### src/rtl/alu_pkg.sv
// Shared opcodes, widths, saturation constants and result payload for the WISC execute-stage ALU.
package alu_pkg;

    localparam int unsigned WIDTH = 16;
    localparam int unsigned NIB_W = 4;
    localparam int unsigned OP_W  = 4;
    localparam int unsigned RED_W = 7;

    localparam logic [OP_W-1:0] OP_ADD    = 4'h0;
    localparam logic [OP_W-1:0] OP_SUB    = 4'h1;
    localparam logic [OP_W-1:0] OP_XOR    = 4'h2;
    localparam logic [OP_W-1:0] OP_RED    = 4'h3;
    localparam logic [OP_W-1:0] OP_SLL    = 4'h4;
    localparam logic [OP_W-1:0] OP_SRA    = 4'h5;
    localparam logic [OP_W-1:0] OP_ROR    = 4'h6;
    localparam logic [OP_W-1:0] OP_PADDSB = 4'h7;
    localparam logic [OP_W-1:0] OP_LW     = 4'h8;
    localparam logic [OP_W-1:0] OP_SW     = 4'h9;
    localparam logic [OP_W-1:0] OP_LLB    = 4'hA;
    localparam logic [OP_W-1:0] OP_LHB    = 4'hB;

    localparam logic [WIDTH-1:0] SAT_POS16 = 16'h7FFF;
    localparam logic [WIDTH-1:0] SAT_NEG16 = 16'h8000;
    localparam logic [NIB_W-1:0] SAT_POS4  = 4'h7;
    localparam logic [NIB_W-1:0] SAT_NEG4  = 4'h8;

    typedef struct packed {
        logic [WIDTH-1:0] value;
        logic             ovf;
        logic             illegal;
    } alu_res_t;

    // Sign-extend a nibble to the reduction-sum width.
    function automatic logic [RED_W-1:0] nib_sext(input logic [NIB_W-1:0] n);
        return {{(RED_W-NIB_W){n[NIB_W-1]}}, n};
    endfunction

endpackage

### src/rtl/alu16_regd_if.sv
// Issue/result bundle between the decode stage and the execute-stage ALU.
interface alu16_regd_if;
    import alu_pkg::*;

    logic              in_valid;
    logic [OP_W-1:0]   alu_code;
    logic [WIDTH-1:0]  rs;
    logic [WIDTH-1:0]  rt;
    logic              out_valid;
    logic [WIDTH-1:0]  alu_out;
    logic              ovf_flag;
    logic              zero_flag;
    logic              illegal;

    modport master (
        output in_valid, alu_code, rs, rt,
        input  out_valid, alu_out, ovf_flag, zero_flag, illegal
    );

    modport slave (
        input  in_valid, alu_code, rs, rt,
        output out_valid, alu_out, ovf_flag, zero_flag, illegal
    );
endinterface

### src/rtl/cla4_slice.sv
// 4-bit carry-lookahead slice exporting group G/P; optionally saturates its own nibble (PADDSB).
module cla4_slice
    import alu_pkg::*;
(
    input  logic [NIB_W-1:0] a,
    input  logic [NIB_W-1:0] b,
    input  logic             cin,
    input  logic             sat4,
    output logic [NIB_W-1:0] sum,
    output logic             grp_g,
    output logic             grp_p
);

    logic [NIB_W-1:0] g;
    logic [NIB_W-1:0] p;
    logic [NIB_W:0]   c;
    logic             ovf4;

    always_comb begin
        g = a & b;
        p = a ^ b;

        c[0] = cin;
        c[1] = g[0] | (p[0] & cin);
        c[2] = g[1] | (p[1] & g[0]) | (p[1] & p[0] & cin);
        c[3] = g[2] | (p[2] & g[1]) | (p[2] & p[1] & g[0]) | (p[2] & p[1] & p[0] & cin);

        grp_g = g[3] | (p[3] & g[2]) | (p[3] & p[2] & g[1]) | (p[3] & p[2] & p[1] & g[0]);
        grp_p = &p;
        c[4]  = grp_g | (grp_p & cin);

        // Signed nibble overflow: carry into MSB differs from carry out.
        ovf4 = c[3] ^ c[4];

        sum = p ^ c[NIB_W-1:0];
        if (sat4 && ovf4) begin
            sum = a[NIB_W-1] ? SAT_NEG4 : SAT_POS4;
        end
    end

endmodule

### src/rtl/alu16_regd.sv
// 16-bit WISC execute-stage ALU: CLA adder with saturation, barrel shifter, nibble reduction; 1-cycle registered result.
module alu16_regd
    import alu_pkg::*;
(
    input logic         clk,
    input logic         rst,
    alu16_regd_if.slave bus
);

    logic [WIDTH-1:0] a_c;
    logic [WIDTH-1:0] b_c;
    logic             cin_c;
    logic             sat4_c;
    logic [3:0]       slice_cin;
    logic [3:0]       gg;
    logic [3:0]       gp;
    logic [WIDTH-1:0] sum_c;
    logic             c16_c;
    logic             c15_c;
    logic             add_ovf_c;
    logic [WIDTH-1:0] add_sat_c;
    logic [RED_W-1:0] red_c;
    logic [3:0]       amt_c;
    logic [WIDTH-1:0] sll_c;
    logic [WIDTH-1:0] sra_c;
    logic [2*WIDTH-1:0] ror_wide_c;
    logic             is_mem_c;
    alu_res_t         res_c;

    // Adder operand selection: SUB inverts rt, LW/SW form the word-aligned address.
    always_comb begin
        is_mem_c = (bus.alu_code == OP_LW) || (bus.alu_code == OP_SW);
        sat4_c   = (bus.alu_code == OP_PADDSB);
        cin_c    = (bus.alu_code == OP_SUB);
        a_c      = is_mem_c ? (bus.rs & 16'hFFFE) : bus.rs;
        if (bus.alu_code == OP_SUB) begin
            b_c = ~bus.rt;
        end else if (is_mem_c) begin
            b_c = {bus.rt[WIDTH-2:0], 1'b0};
        end else begin
            b_c = bus.rt;
        end
    end

    // Lookahead carry unit; PADDSB isolates the nibbles.
    always_comb begin
        slice_cin[0] = cin_c;
        slice_cin[1] = ~sat4_c & (gg[0] | (gp[0] & cin_c));
        slice_cin[2] = ~sat4_c & (gg[1] | (gp[1] & gg[0]) | (gp[1] & gp[0] & cin_c));
        slice_cin[3] = ~sat4_c & (gg[2] | (gp[2] & gg[1]) | (gp[2] & gp[1] & gg[0])
                                 | (gp[2] & gp[1] & gp[0] & cin_c));
        c16_c = gg[3] | (gp[3] & gg[2]) | (gp[3] & gp[2] & gg[1]) | (gp[3] & gp[2] & gp[1] & gg[0])
              | (gp[3] & gp[2] & gp[1] & gp[0] & cin_c);
    end

    for (genvar i = 0; i < 4; i++) begin : g_slice
        cla4_slice u_slice (
            .a     (a_c[NIB_W*i +: NIB_W]),
            .b     (b_c[NIB_W*i +: NIB_W]),
            .cin   (slice_cin[i]),
            .sat4  (sat4_c),
            .sum   (sum_c[NIB_W*i +: NIB_W]),
            .grp_g (gg[i]),
            .grp_p (gp[i])
        );
    end

    // Carry into bit 15 is recovered from the unsaturated sum bit.
    always_comb begin
        c15_c     = sum_c[WIDTH-1] ^ a_c[WIDTH-1] ^ b_c[WIDTH-1];
        add_ovf_c = c15_c ^ c16_c;
        add_sat_c = add_ovf_c ? (a_c[WIDTH-1] ? SAT_NEG16 : SAT_POS16) : sum_c;
    end

    always_comb begin
        red_c = '0;
        for (int i = 0; i < 4; i++) begin
            red_c = red_c + nib_sext(bus.rs[NIB_W*i +: NIB_W]) + nib_sext(bus.rt[NIB_W*i +: NIB_W]);
        end
    end

    always_comb begin
        amt_c      = bus.rt[3:0];
        sll_c      = bus.rs << amt_c;
        sra_c      = WIDTH'($signed(bus.rs) >>> amt_c);
        ror_wide_c = {bus.rs, bus.rs} >> amt_c;
    end

    // Opcode decode and result select.
    always_comb begin
        res_c.value   = '0;
        res_c.ovf     = 1'b0;
        res_c.illegal = 1'b0;
        case (bus.alu_code)
            OP_ADD, OP_SUB: begin
                res_c.value = add_sat_c;
                res_c.ovf   = add_ovf_c;
            end
            OP_XOR:          res_c.value = bus.rs ^ bus.rt;
            OP_RED:          res_c.value = {{(WIDTH-RED_W){red_c[RED_W-1]}}, red_c};
            OP_SLL:          res_c.value = sll_c;
            OP_SRA:          res_c.value = sra_c;
            OP_ROR:          res_c.value = ror_wide_c[WIDTH-1:0];
            OP_PADDSB:       res_c.value = sum_c;
            OP_LW, OP_SW:    res_c.value = sum_c;
            OP_LLB:          res_c.value = {bus.rs[15:8], bus.rt[7:0]};
            OP_LHB:          res_c.value = {bus.rt[7:0], bus.rs[7:0]};
            default:         res_c.illegal = 1'b1;
        endcase
    end

    always_ff @(posedge clk) begin
        if (rst) begin
            bus.out_valid <= 1'b0;
            bus.alu_out   <= '0;
            bus.ovf_flag  <= 1'b0;
            bus.zero_flag <= 1'b0;
            bus.illegal   <= 1'b0;
        end else begin
            bus.out_valid <= bus.in_valid;
            if (bus.in_valid) begin
                bus.alu_out   <= res_c.value;
                bus.ovf_flag  <= res_c.ovf;
                bus.zero_flag <= (res_c.value == '0);
                bus.illegal   <= res_c.illegal;
            end
        end
    end

endmodule

### src/flat_wrapper.sv
// flat-port wrapper written by rule: the top's interface ports become plain ports
module alu16_regd_flat import alu_pkg::*;
  (clk, rst, bus_in_valid, bus_alu_code, bus_rs, bus_rt, bus_out_valid, bus_alu_out, bus_ovf_flag, bus_zero_flag, bus_illegal);
  alu16_regd_if bus_i ();
  input logic clk;
  input logic rst;
  input wire logic [$bits(bus_i.in_valid)-1:0] bus_in_valid;
  input wire logic [$bits(bus_i.alu_code)-1:0] bus_alu_code;
  input wire logic [$bits(bus_i.rs)-1:0] bus_rs;
  input wire logic [$bits(bus_i.rt)-1:0] bus_rt;
  output wire logic [$bits(bus_i.out_valid)-1:0] bus_out_valid;
  output wire logic [$bits(bus_i.alu_out)-1:0] bus_alu_out;
  output wire logic [$bits(bus_i.ovf_flag)-1:0] bus_ovf_flag;
  output wire logic [$bits(bus_i.zero_flag)-1:0] bus_zero_flag;
  output wire logic [$bits(bus_i.illegal)-1:0] bus_illegal;
  assign bus_i.in_valid = bus_in_valid;
  assign bus_i.alu_code = bus_alu_code;
  assign bus_i.rs = bus_rs;
  assign bus_i.rt = bus_rt;
  assign bus_out_valid = bus_i.out_valid;
  assign bus_alu_out = bus_i.alu_out;
  assign bus_ovf_flag = bus_i.ovf_flag;
  assign bus_zero_flag = bus_i.zero_flag;
  assign bus_illegal = bus_i.illegal;
  alu16_regd u_core (.clk(clk), .rst(rst), .bus(bus_i));
endmodule
### config.mk
export PLATFORM = sky130hd
export DESIGN_NAME = alu16_regd_flat
export DESIGN_NICKNAME = d
export VERILOG_FILES = /design/src/rtl/alu_pkg.sv /design/src/rtl/alu16_regd_if.sv /design/src/rtl/cla4_slice.sv /design/src/rtl/alu16_regd.sv /design/src/flat_wrapper.sv
export SDC_FILE = /design/constraint.sdc
export NUM_CORES = 1
export LEC_CHECK = 0
export CAP_MARGIN = 20
export CORE_MARGIN = 5
export CORE_UTILIZATION = 55
export DETAILED_ROUTE_END_ITERATION = 6
export PLACE_DENSITY = 0.78
export SETUP_SLACK_MARGIN = 0.15
export SLEW_MARGIN = 20
export SYNTH_ARGS = -nofsm -noshare
export SYNTH_HDL_FRONTEND = slang
export SYNTH_SLANG_ARGS = --single-unit
### constraint.sdc
create_clock -name clk -period 13.75 [get_ports clk]
set_input_delay 1.375 -clock clk [delete_from_list [all_inputs] [get_ports clk]]
set_output_delay 1.375 -clock clk [all_outputs]
set_load 0.02 [all_outputs]
==> impl_metrics.toml, run 1 <==
[run_status]
status = "completed"

[route]
drc = 0
drt-total-wl_um = 21000
first_iter_violations = 763
ant_nets = 0
dr_total_vias = 6406
wl_per_cell_um = 22.2
dr.pass1.iters = 6
via_per_inst = 6.76

[timing]
tns_ns = 0
finClkSkew_ns = 0
rsz0062_at_grt = "no"
fin_ws_ns = 5.93
finalSetupViolations = 0
worst_pin_slew_ns = 0.953
timing.fmax_mhz = 128
period_share = 0.569
slew_violations = 0
min_period_ns = 7.82
slew_headroom = 0.360
hold_viol = 0

[setup_path]
crit_chain = "clkdlybuf4s50_1 -> buf_4 -> fa_1 -> ha_1 -> fa_1 -> fa_1 -> inv_1 -> fa_1 -> inv_1 -> fa_1 -> ha_1 -> fa_1 -> a21o_1 -> a21oi_1 -> xnor2_1 -> nand2_1 -> o21ai_0 -> a2111o_1 -> a31oi_1 -> nand3_1 -> nor4_1 -> nand4_1 -> o32ai_2"
startpoint_type = "input pin"
slowest_delay_ns = 0.53
critical_path_arrival_ns = 7.99
r2r-end = "u_core.bus.alu_out[0]$_SDFFE_PP0P_"
end_kind = "flop"
crit_type = "in2reg"
r2r-start = "u_core.bus.alu_out[0]$_SDFFE_PP0P_"
reg2reg_depth = 2
worstPathRequired_ns = 13.92
critical_path.top_delay_family = "adder cells"
crit_cells = 23
path_buf_inv = 4
r2r_slack_ns = 12.97
crit_fanout = 41
crit_slowest_cell = "fa_1"
crit_top_cell = "fa_1"

[synthesis]
synth_flop_cell = "dfxtp_1"
yosys_warnings = 0
syn-num-nets = 889
synth_edf_count = 0
synth_area_um2 = 5800
syn_avg_cell_area_um2 = 7.33
async_flop_share = 0
syn_inst = 791
ys_seq_area_frac = 0.0691
synth.distinct_cells = 85
synth_seq_cells = 20

[cells_and_area]
multi_input_area_um2 = 5010
area_delta_synth_final_pct = 11.9
diodes = 0
utilization = 0.628
layout.cells.non_filler = 947
drive_gt1_frac = 0.0838
num-nets-final = 910
seqCellArea_um2 = 400
mostFrequentLayoutCells = "nor2_1 (105), a21oi_1 (65), nand2_1 (64), clkdlybuf4s50_1 (56), o21ai_0 (54)"
n_fill_cell = 950
final_common_cell = "nor2_1"

[place]
place_inst = 943
gp_congestion = 0.999
dp_slack_ns = 5.70
io_buffers = 58
dp_hpwl_um = 16000

[cts]
clock_sinks = 20
postCtsHoldBufs = 0
cts_setup_buffers = 0
cts_tree = "built"
cts.path.max_buffers = 2
clk_pin_slew_ns = 0.08
clk_latency_ns = 0.26
cts_root_buf = "clkbuf_8"
htree_levels = 1
cts_resized = 0
cts-buffers-inserted = 3

[floorplanning]
die-area_um2 = 12700
row_count = 37
initial_utilization = 0.562
fp.dieH_um = 113
core_um2 = 10300
ioPinCount = 59
dieWidth_um = 113

[worst_hold_path]
worstHoldPathCells = 2
hold_path_end = "u_core.bus.illegal$_SDFFE_PP0P_"
hold_class = "reg2reg"
min_from = "u_core.bus.illegal$_SDFFE_PP0P_"

[global_route]
grtUsageTotal = 0.325
grt_pass1_wl_um = 33300
grt_antenna_before_repair = 0
grt_pass1_vias = 6083
grt_max_degree = 59
grt.overflow.total = 0

[pwr]
vdd_drop_max_uv = 123
p_leak_nw = 2.59
powerDensity_nw_per_um2 = 95.3

[flow_run]
cap_violations = 0
## cells in the mapped netlist (4+ instances only)
cell type | number | share of area
and3_1 | 6 | 0.0065
nor2b_1 | 7 | 0.0076
nand2_1 | 64 | 0.041
buf_2 | 4 | 0.0035
xor2_1 | 9 | 0.014
fa_1 | 30 | 0.10
nand4_1 | 10 | 0.011
o22ai_1 | 8 | 0.0086
a21o_1 | 11 | 0.014
mux2i_1 | 35 | 0.060
mux2_1 | 4 | 0.0078
xnor2_1 | 18 | 0.027
a211oi_2 | 4 | 0.0086
nor2_1 | 106 | 0.069
or3_1 | 5 | 0.0054
or2_2 | 4 | 0.0043
a222oi_1 | 5 | 0.0086
nand2b_1 | 12 | 0.013
o211ai_1 | 6 | 0.0078
mux2_2 | 9 | 0.017
o21a_1 | 6 | 0.0078
a21oi_1 | 65 | 0.056
a31oi_1 | 10 | 0.011
a221o_1 | 16 | 0.028
clkbuf_1 | 49 | 0.032
nand3_1 | 19 | 0.016
ha_1 | 29 | 0.063
mux4_2 | 9 | 0.035
nor3_1 | 16 | 0.014
a211oi_1 | 24 | 0.031
dfxtp_1 | 20 | 0.069
o31ai_1 | 5 | 0.0065
o21ai_1 | 6 | 0.0052
o21ai_0 | 54 | 0.047
inv_1 | 34 | 0.022
## layer usage
metal | global-route usage | part of all wire
met3 | 0.0415 | 0.10
met1 | 0.434 | 0.40
met5 | 0 | 0
met2 | 0.545 | 0.46
met4 | 0.103 | 0.033
## per-stage QoR
step / total power (W) / cell area, um2 / hold WS (ns)
global placement: 0.000533 / 6410 / 0.455
detailed placement: 0.000552 / 6410 / 0.477
finish: 0.000618 / 6490 / 0.491
floorplan: 0.000414 / 5800 / 0.543
global route: 0.000666 / 6490 / 0.515
CTS: 0.000612 / 6480 / 0.489
## kinds of logic (layout without fill, tap and decap cells)
| kind of cell | after synthesis | after routing | share of synthesized area |
|---|---|---|---|
| xor+xnor | 27 | 27 | 0.0408 |
| compound gates | 265 | 265 | 0.319 |
| simple gates | 267 | 267 | 0.217 |
| flops | 20 | 20 | 0.0691 |
| buf+inv | 96 | 116 | 0.0669 |
| fa+ha+maj | 59 | 59 | 0.166 |
| mux | 57 | 57 | 0.121 |
## worst max path at each step
| stage | start | endpoint | slack (ns) |
|---|---|---|---|
| 2_1_floorplan | bus_rt[1] | u_core.bus.zero_flag$_SDFFE_PP0P_ | 7.07 |
| 3_3_place_gp | bus_rt[1] | u_core.bus.zero_flag$_SDFFE_PP0P_ | 5.86 |
| 3_5_place_dp | bus_rt[1] | u_core.bus.zero_flag$_SDFFE_PP0P_ | 5.70 |
| 4_1_cts | bus_rt[1] | u_core.bus.zero_flag$_SDFFE_PP0P_ | 5.95 |
| 5_1_grt | bus_rt[1] | u_core.bus.zero_flag$_SDFFE_PP0P_ | 5.59 |
| 6_report | bus_rt[1] | u_core.bus.zero_flag$_SDFFE_PP0P_ | 5.93 |
## final cells by class
type	count	area share
Multi-Input combinational cell	675	0.773
Sequential cell	20	0.0617
Tap cell	136	0.0262
Inverter	38	0.0220
Clock buffer	3	0.00637
Clock inverter	1	0.00463
Timing Repair Buffer	74	0.106
## flip-flops by register name, indices dropped and copies added, names as in the netlist
| register | cells |
|---|---|
| u_core.bus.ovf_flag | 1 |
| u_core.bus.alu_out | 16 |
| u_core.bus.out_valid | 1 |
| u_core.bus.zero_flag | 1 |
| u_core.bus.illegal | 1 |
## report_power, final
| part | switching, W | leakage (nW) | total (W) | internal [W] |
|---|---|---|---|---|
| clock | 0.0000196 | 0.0357 | 0.0000585 | 0.0000388 |
| combinational | 0.000291 | 2.38 | 0.000492 | 0.000201 |
| sequential | 0.00000344 | 0.165 | 0.0000676 | 0.0000642 |
| total | 0.000314 | 2.59 | 0.000618 | 0.000304 |
## worst min-delay path: cells and delay by family, from the launching register on
family,cells,cell delay (ns)
flip-flops,1,0.32
AND/OR/NAND/NOR,1,0.07
AO/OA/AOI/OAI,1,0.05
(Power assumes the default switching activity.)
==> run 2: changes to the inputs <==
Clock period 13.75 ns to 7.2 ns, I/O delays scaled along.
==> impl_metrics.toml, run 2 (synthesis gave the netlist of run 1 again) <==
[run_status]
status = "finished with violations"
violations = "design-rule violations"

[global_route]
grt_max_degree = 58
grt_pass1_wl_um = 34500
grt_pass1_vias = 6480
grt_antenna_before_repair = 0
grtUsageTotal = 0.338
grt.overflow.total = 0

[cts]
clk_latency_ns = 0.26
cts_tree = "built"
clock_sinks = 20
cts_root_buf = "clkbuf_8"
postCtsHoldBufs = 0
clk_pin_slew_ns = 0.07
cts-buffers-inserted = 3
htree_levels = 1
cts_setup_buffers = 0
cts.path.max_buffers = 2

[setup_path]
startpoint_type = "input pin"
crit_type = "in2reg"
crit_top_cell = "fa_1"
slowest_delay_ns = 0.54
worstPathRequired_ns = 7.37
crit_fanout = 5
end_kind = "flop"
crit_chain = "clkdlybuf4s50_1 -> fa_1 -> ha_1 -> fa_1 -> fa_1 -> inv_1 -> fa_1 -> inv_1 -> fa_1 -> ha_1 -> fa_1 -> a21o_1 -> a21oi_1 -> xnor2_1 -> nand2_2 -> o21ai_0 -> a2111o_1 -> a31oi_2 -> nand3_1 -> nor4_1 -> nand4_1 -> o32ai_2"
critical_path_arrival_ns = 7.00
crit_slowest_cell = "fa_1"

[place]
dp_hpwl_um = 16800
gp_congestion = 1.02
io_buffers = 58

[route]
first_iter_violations = 931
drt-total-wl_um = 21800
via_per_inst = 6.90
ant_nets = 0
drc = 10
dr.pass1.iters = 7
wl_per_cell_um = 22.8
dr_total_vias = 6603

[flow_run]
cap_violations = 0

[floorplanning]
core_um2 = 10300
row_count = 37
fp.dieH_um = 113
dieWidth_um = 113
ioPinCount = 59
initial_utilization = 0.562
die-area_um2 = 12700

[timing]
min_period_ns = 6.83
slew_violations = 0
finClkSkew_ns = 0
rsz0062_at_grt = "no"
hold_viol = 0
period_share = 0.949
timing.fmax_mhz = 146
finalSetupViolations = 0
worst_pin_slew_ns = 0.943
slew_headroom = 0.367
tns_ns = 0

[worst_hold_path]
hold_class = "reg2reg"

[cells_and_area]
num-nets-final = 920
regMostFlops = "u_core.bus.alu_out"
diodes = 0
largest_reg_flops = 16
area_delta_synth_final_pct = 13.4
drive_gt1_frac = 0.0974
final_common_cell = "nor2_1"
mostFrequentLayoutCells = "nor2_1 (106), a21oi_1 (65), nand2_1 (63), clkdlybuf4s50_1 (56), o21ai_0 (54)"

[pwr]
powerDensity_nw_per_um2 = 181
p_leak_nw = 2.64
vdd_drop_max_uv = 239
p_total_w = 0.00119
## run 2: changes by cell type in the layout (fill, tap and decap cells not counted)
cell / before / now
buf_4: 16 / 26
nor2_2: 1 / 0
nand2_1: 64 / 63
nand2_2: 0 / 1
a31oi_1: 10 / 9
a31oi_2: 0 / 1
nor2_1: 105 / 106
nor3_2: 0 / 1
nor3_1: 16 / 15
## run 2: layout make-up
class / instances / area (um2)
Clock buffer: 3 / 41.3
Clock inverter: 1 / 30.0
Fill cell: 933 / 3750
Inverter: 38 / 143
Multi-Input combinational cell: 675 / 5020
Sequential cell: 20 / 400
Tap cell: 136 / 170
Timing Repair Buffer: 84 / 766
## run 2: per-layer routing
layer	GRT usage	routed length, um
met5	0	0
met4	0.155	1090
met3	0.0528	2440
met2	0.549	9970
met1	0.439	8340
## run 2: report_power, final
part           switching (W)  internal (W)  total (W)
Sequential        0.00000665      0.000123   0.000129
Clock              0.0000374     0.0000742   0.000112
Combinational       0.000563      0.000387   0.000950
Total               0.000607      0.000584    0.00119
## run 2: timing repair
action	4_1_cts	5_1_grt
setup endpoints to repair	0	1
hold endpoints to repair	0	0
resized for setup	0	2
## run 2: stage by stage
stage / setup WS (ns) / cells / instance area (um2) / util / hold slack (ns)
after global placement: 0.203 / 953 / 6490 / 0.628 / 0.455
final: 0.368 / 957 / 6570 / 0.637 / 0.471
after floorplan: 1.18 / 791 / 5800 / - / 0.543
after CTS: 0.287 / 957 / 6560 / 0.636 / 0.473
after global routing: 0.221 / 957 / 6570 / 0.637 / 0.500
after detailed placement: 0.0654 / 953 / 6490 / 0.629 / 0.462
## run 2: critical path, delay by kind of cell
| family | cells | cell delay (ns) |
|---|---|---|
| xor gates and xnor gates | 1 | 0.12 |
| buffers and inverters | 3 | 0.58 |
| AOI/OAI and AO/OA | 6 | 1.37 |
| and+or+nand+nor | 4 | 0.76 |
| adders and majority gates | 8 | 3.45 |
## run 2: worst paths after layout
kind / startpoint / end / slack [ns] / cells after the start
max: bus_rt[1] / u_core.bus.zero_flag$_SDFFE_PP0P_ / 0.37 / 22
min: u_core.bus.illegal$_SDFFE_PP0P_ / u_core.bus.illegal$_SDFFE_PP0P_ / 0.47 / 2
max reg2reg: u_core.bus.alu_out[7]$_SDFFE_PP0P_ / u_core.bus.alu_out[7]$_SDFFE_PP0P_ / 6.46 / 2
min reg2reg: u_core.bus.illegal$_SDFFE_PP0P_ / u_core.bus.illegal$_SDFFE_PP0P_ / 0.47 / 2
